`config.mk`:
```
export PLATFORM = sky130hd
export DESIGN_NAME = reaction_timer
export DESIGN_NICKNAME = d
export VERILOG_FILES = /design/src/rtl/reaction_timer.sv
export SDC_FILE = /design/constraint.sdc
export NUM_CORES = 1
export LEC_CHECK = 0
export BUFFER_PORTS_ARGS = -buffer_cell sky130_fd_sc_hd__buf_2
export CAP_MARGIN = 25
export CELL_PAD_IN_SITES_DETAIL_PLACEMENT = 0
export CELL_PAD_IN_SITES_GLOBAL_PLACEMENT = 2
export CORE_MARGIN = 2
export CORE_UTILIZATION = 33
export CTS_CLUSTER_SIZE = 40
export DETAILED_ROUTE_END_ITERATION = 10
export HOLD_SLACK_MARGIN = 0.1
export PLACE_DENSITY = 0.72
export SETUP_SLACK_MARGIN = 0.4
export SLEW_MARGIN = 20
export SYNTH_ARGS = -nofsm -noshare
export SYNTH_HDL_FRONTEND = slang
export SYNTH_SLANG_ARGS = --single-unit
```
`constraint.sdc`:
```
create_clock -name clk -period 2.07 [get_ports clk]
set_input_delay 0.414 -clock clk [delete_from_list [all_inputs] [get_ports clk]]
set_output_delay 0.414 -clock clk [all_outputs]
set_load 0.01 [all_outputs]
```
`src/rtl/reaction_timer.sv`:
```
// Reaction-time game controller: random wait, stimulus LED, then it counts ms until the player responds.
// All outputs are registered; a result is held until the next start.
module reaction_timer #(
    parameter int STEP_MS = 500,
    parameter int MAX_MS  = 9999
) (
    input  logic        clk,
    input  logic        reset,
    input  logic        tick_ms,
    input  logic        start,
    input  logic        react,
    input  logic [3:0]  randNum,
    output logic        stop,
    output logic        go,
    output logic        early,
    output logic        timeout,
    output logic [13:0] react_ms,
    output logic        busy
);

    // state | meaning
    // IDLE  | between rounds, random generator free-running
    // WAIT  | random delay counting down, LED off
    // GO    | LED lit, counting reaction ms
    // DONE  | valid reaction (or timeout) result held
    // FAULT | false start result held
    typedef enum logic [2:0] {IDLE, WAIT, GO, DONE, FAULT} state_t;

    localparam logic [13:0] MAX_CNT = 14'(MAX_MS);

    state_t      state;
    logic [12:0] delay_cnt;
    logic [13:0] react_cnt;
    logic [3:0]  n_clamp;
    logic [12:0] delay_load;

    assign n_clamp    = (randNum > 4'd9) ? 4'd9 : randNum;
    assign delay_load = 13'((32'(n_clamp) + 32'd1) * 32'(STEP_MS));

    always_ff @(posedge clk or posedge reset) begin
        if (reset) begin
            state     <= IDLE;
            delay_cnt <= '0;
            react_cnt <= '0;
            react_ms  <= '0;
            go        <= 1'b0;
            early     <= 1'b0;
            timeout   <= 1'b0;
            busy      <= 1'b0;
            stop      <= 1'b0;
        end else begin
            case (state)
                IDLE: begin
                    if (start) begin
                        delay_cnt <= delay_load;
                        state     <= WAIT;
                        busy      <= 1'b1;
                        stop      <= 1'b1;
                    end
                end
                WAIT: begin
                    // a response before the LED is a false start, even on the final tick
                    if (react) begin
                        state    <= FAULT;
                        early    <= 1'b1;
                        react_ms <= '0;
                        busy     <= 1'b0;
                    end else if (tick_ms) begin
                        delay_cnt <= delay_cnt - 13'd1;
                        if (delay_cnt == 13'd1) begin
                            state     <= GO;
                            react_cnt <= '0;
                            go        <= 1'b1;
                        end
                    end
                end
                GO: begin
                    if (react) begin
                        state    <= DONE;
                        react_ms <= react_cnt;
                        go       <= 1'b0;
                        busy     <= 1'b0;
                    end else if (tick_ms) begin
                        if (react_cnt == MAX_CNT) begin
                            state    <= DONE;
                            timeout  <= 1'b1;
                            react_ms <= MAX_CNT;
                            go       <= 1'b0;
                            busy     <= 1'b0;
                        end else begin
                            react_cnt <= react_cnt + 14'd1;
                        end
                    end
                end
                DONE, FAULT: begin
                    if (start) begin
                        state    <= IDLE;
                        early    <= 1'b0;
                        timeout  <= 1'b0;
                        react_ms <= '0;
                        stop     <= 1'b0;
                    end
                end
                default: begin
                    state <= IDLE;
                    go    <= 1'b0;
                    busy  <= 1'b0;
                    stop  <= 1'b0;
                end
            endcase
        end
    end

endmodule

```
Word level (Yosys, flattened, before mapping)

Cells that the tools add are included.
W data, S select, Z words.

Register bits: 49
Input port bits: 9
Output and inout port bits: 19
Word-level logic and storage cells: 100

$add $sub $neg: 3
Multiply operators: 1
$lt $le $gt $ge: 1
Equality and inequality tests: 20
Multiplexer cells: 45
Bitwise operators: 3
Reduce and logical (&&, ||, !) cells: 18

Operators with widths:

| cell                    | count |
|---|---|
| $mux W14                | 11 |
| $pmux W14 S3            | 1 |
| $mux W13                | 3 |
| $pmux W14 S2            | 1 |
| $pmux W13 S2            | 1 |
| $mux W3                 | 8 |
| $ne A2 B2 Y1 const B    | 10 |
| $reduce_and A5 Y1       | 3 |
| $add A14 B1 Y14 const B | 1 |
| $eq A14 B14 Y1 const B  | 1 |
| $eq A13 B1 Y1 const B   | 1 |
| $mux W1                 | 13 |
| $sub A13 B1 Y13 const B | 1 |
| $ne A3 B3 Y1 const B    | 4 |
| $pmux W3 S4             | 1 |
| $reduce_and A6 Y1       | 2 |
| $mul A5 B7 Y11 const B  | 1 |
| $reduce_bool A2 Y1      | 4 |
| $reduce_and A7 Y1       | 1 |
| $eq A3 B2 Y1 const B    | 2 |
| $pmux W1 S3             | 2 |
| $reduce_and A3 Y1       | 2 |
| $add A4 B1 Y5 const B   | 1 |
| $gt A4 B4 Y1 const B    | 1 |
| other kinds (11)        | 15 |

Logic depth before layout (Yosys ltp)

Depth after elaboration: 6
Gate-level depth with buffers: 13
Mapped depth without buffers: 13

Worst setup path after synthesis

Ideal clock, no wire load.

Kind: input -> register
From: in randNum[2]
To: reg delay_cnt[8]
Setup time: 95 ps
Arrival time: 3728 ps
Required time: 1975 ps
Setup slack: -1753 ps
Stages: 13
Buffers on the path: 0
Cells stage by stage: o21ai_0 -> nand2b_1 -> ha_1 -> xor2_1 -> ha_1 -> inv_1 -> fa_1 -> fa_1 -> inv_1 -> ha_1 -> a221oi_1 -> xnor3_1 -> o31ai_1

Word-level cells in the longest chain between the ends: 6

RTL lines:

| item                   | line | source |
|---|---|---|
| start: declaration     | 12   | `input logic [3:0] randNum,` |
| $gt A4 B4 Y1           | 37   | `assign n_clamp = (randNum > 4'd9) ? 4'd9 : randNum;` |
| $mux W4 (*)            | 37   |  |
| $add A4 B1 Y5 (*)      | 38   | `assign delay_load = 13'((32'(n_clamp) + 32'd1) * 32'(STEP_MS));` |
| $mul A5 B7 Y11 (*)     | 38   |  |
| $mux W13 (*)           | 54   | `if (start) begin` |
| $pmux W13 S2 (*)       | 52   | `case (state)` |
| end signal: assignment | 55   | `delay_cnt <= delay_load;` |
| end signal: assignment | 69   | `delay_cnt <= delay_cnt - 13'd1;` |
| end: declaration       | 32   | `logic [12:0] delay_cnt;` |

Mark *: on every way between the ends. The rest lies on a longest branch, timed or not. The select of a mux whose other input is x is not followed.
A chain may end at the register's enable or synchronous reset.

Worst setup path after layout

Same ends and word-level chain as after synthesis.

==> reports/qor.txt <==
status -> finished, violations left
failing checks -> negative setup slack
vias in the first global route -> 2671
Initial Utilization -> 33.6%
CTS clk-pin slew, worst paths -> 0.09 ns
die footprint -> 10100 µm²
Mapped Area -> 3080 µm²
Clock Power Share -> 17.9%
worst skew pair latency -> 0.30 ns
DR iter-0 viols -> 102
Yosys Warn Count -> 0
I/O Buffers -> 27
fin util -> 46.7%
diodes inserted -> 0
worst reg2reg endpoint -> react_cnt[6]$_DFFE_PP0P_
Worst Skew -> 0.00771 ns
DR DRC count -> 0
Distinct cells, synth -> 57
Slew Limit Fails -> 0
Area growth syn-to-layout -> 39.0%
routed vias/inst -> 5.26
Inst Count DP -> 498
Met1 Wirelength -> 3630 µm
GR Overflow Total -> 0
Hold Crit Class -> input port to async pin
Sw Share -> 38.8%
Setup crit start kind -> input port
vias after detailed routing -> 2788
unrepaired setup endpoints after global routing -> yes
Final period util -> 156%
FF-to-FF setup slack -> 0.31 ns
cell accounting for the most synthesized area -> dfrtp_1
Avg Inst Size Synth -> 8.82 µm²
Inserted Clock Buffers -> 5
first-pass GRT wire length -> 13200 µm
Fin. Hold Viols -> 0
Clock Path Buffers -> 2
total core area -> 9150 µm²
Fmax achieved -> 310 MHz
Top Metal Used -> met4
# nets final -> 443
gpl congestion -> 0.765
Reg power frac -> 34.3%
setup TNS -> -2.24 ns
P_sw -> 0.00157 W
die span in y -> 101 µm
met3 wire length -> 198 µm
combinational share of power -> 47.8%
sequential fraction of the synthesis area -> 39.9%
io pins -> 28
Final Cell Area -> 4280 µm²
P_int -> 0.00247 W
WP data required -> 2.28 ns
Die X -> 101 µm
R2R Path Start -> delay_cnt[2]$_DFFE_PP0P_
Worst Slack Setup Final -> -1.16 ns
share of cells above drive strength 1 -> 37.9%
critical path type -> input port to flip-flop
initial antenna violation count -> 0
router iterations before antenna repair -> 4
Post-DP Area -> 3640 µm²
clk sinks -> 49
Worst VDD drop -> 0.396 mV
dpl hpwl -> 5750 µm
Critical Path AT -> 3.43 ns
endpoints failing setup -> 2
total track usage -> 16.3%
crit path time final -> 3.23 ns
Post-Synthesis Cells -> 349
CTS root buf -> clkbuf_8
Critical Path Start -> randNum[2]
met2 WL -> 4160 µm
Synth area leaders -> dfrtp_1 40%, ha_1 5.3%, o21ai_0 4.7%, xnor2_1 4.0%, a21oi_1 3.9%
syn nets -> 374
CTS Hold Bufs -> 0
# H-tree levels -> 2
DP Worst Slack -> -1.57 ns
largest net degree at the start of global routing -> 31
main flop type after synthesis -> dfrtp_1
final wirelength -> 8090 µm
area share of the largest cell type after synthesis -> 39.9%
Layout Cells excl Fill -> 530
PD cells -> 944 nW/µm²
LEAKAGE -> 1.83 nW
Final ANT Viol Nets -> 0
Post-synth ARST share -> 100%
crit-path max FO -> 2
row cnt -> 35
WL/cell -> 15.3 µm
worst reg2reg path depth -> 7
Post-synth EDFFs -> 0
max cap viols -> 0
synthesized flop and latch total -> 49
crit path capture -> delay_cnt[8]$_DFFE_PP0P_
CTS tree -> done
Worst Setup End Kind -> flip-flop
==> sequential cells by signal, indices dropped and copies added (netlist names) <==
signal	count
busy	1
react_ms	14
stop	1
state	3
delay_cnt	13
react_cnt	14
early	1
timeout	1
go	1
==> critical path: stages <==
cell and delay (ns):
buf_8 0.10, o21ai_4 0.15, nand2b_4 0.07, ha_4 0.16
xor2_2 0.18, ha_1 0.30, inv_2 0.04, fa_1 0.46
fa_2 0.54, inv_2 0.04, ha_4 0.22, a221oi_4 0.24
xnor3_1 0.28, o31ai_2 0.23
==> what timing repair did <==
item	CTS	global route
setup buffers	12	9
resized for setup	31	56
endpoints found under the setup margin	30	38
gates cloned	0	3
hold endpoints to repair	0	0
pin swaps	8	15
==> synth_stat cells (2+ instances only) <==
cell	n
o22ai_1	3
nor4_1	3
nor3b_1	2
nand4_1	6
a32oi_1	2
nand3b_1	4
a21oi_1	24
o22a_1	2
a2bb2oi_1	2
nor2b_1	12
and3_1	5
nand2b_1	9
a221oi_1	3
a31oi_1	4
and2_1	2
dfrtp_1	49
nand3_1	12
fa_1	3
a22o_1	6
clkbuf_1	17
inv_1	15
nor3_1	6
buf_2	3
ha_1	13
nor4b_1	2
or3_1	7
nor2_1	30
nand2_1	30
o21ai_0	29
and4_1	3
xnor2_1	14
o21a_1	2
==> kinds of logic (layout without fill, tap and decap cells) <==
group,after synthesis,after routing,share of synthesized area [%]
simple gates,142,142,25.5
compound gates,88,88,17.6
flops,49,49,39.9
buf+inv,37,107,4.68
fa+ha+maj,16,16,7.24
xor+xnor,16,16,5.00
other cells,1,1,0.122
==> power groups by stage <==
stage	sequential, W	clock, W	combinational, W
after global placement	0.00136	0	0.00155
after CTS	0.00136	0.000744	0.00174
final	0.00139	0.000721	0.00193
after global routing	0.00142	0.000777	0.00213
after floorplan	0.00132	0	0.00113
after detailed placement	0.00137	0	0.00156
==> final cells by class <==
| cell class | count | area, µm² |
|---|---|---|
| inverters | 15 | 56.3 |
| repair buffers | 84 | 646 |
| flip-flops and latches | 49 | 1230 |
| fillers | 906 | 4870 |
| well taps | 111 | 139 |
| clock buffers | 7 | 86.3 |
| multi-input cells | 263 | 2090 |
| clock inverters | 1 | 30.0 |
==> cell usage in the layout (no fill, tap or decap), types with 4 or more instances in the layout <==
master and instances:
dfrtp_1 42, buf_4 42, nand2_1 29, buf_2 27
o21ai_0 25, nor2_1 22, a21oi_1 18, xnor2_1 13
nand3_1 11, inv_1 11, buf_6 10, nor2b_1 9
nand2b_1 7, nor2_4 7, or3_1 7, dfrtp_2 7
nand4_1 6, a21oi_2 6, a22o_1 6, ha_4 6
clkbuf_8 6, nor3_1 5, ha_1 5, nand3b_1 4
inv_2 4
==> per-stage QoR <==
step	hold WS, ns	total power, W
6_report	0.124	0.00404
5_1_grt	0.152	0.00432
4_1_cts	0.136	0.00384
3_5_place_dp	0.471	0.00293
3_3_place_gp	0.462	0.00291
2_1_floorplan	0.513	0.00244
==> per-layer routing <==
layer,GRT usage [%],vias up
met4,3.69,0
met1,20.4,1373
met2,29.4,34
li1,-,1375
met5,0,-
met3,2.50,6
==> worst min-delay path by stage <==
| stage | to | slack, ns | cells past startpoint |
|---|---|---|---|
| global placement | stop$_DFFE_PP0P_ | 0.46 | 2 |
| CTS | react_cnt[1]$_DFFE_PP0P_ | 0.14 | 2 |
| detailed placement | go$_DFFE_PP0P_ | 0.47 | 2 |
| global route | go$_DFFE_PP0P_ | 0.15 | 2 |
| finish | go$_DFFE_PP0P_ | 0.12 | 2 |
| floorplan | stop$_DFFE_PP0P_ | 0.51 | 2 |
Power figures use the tool's default switching activity.
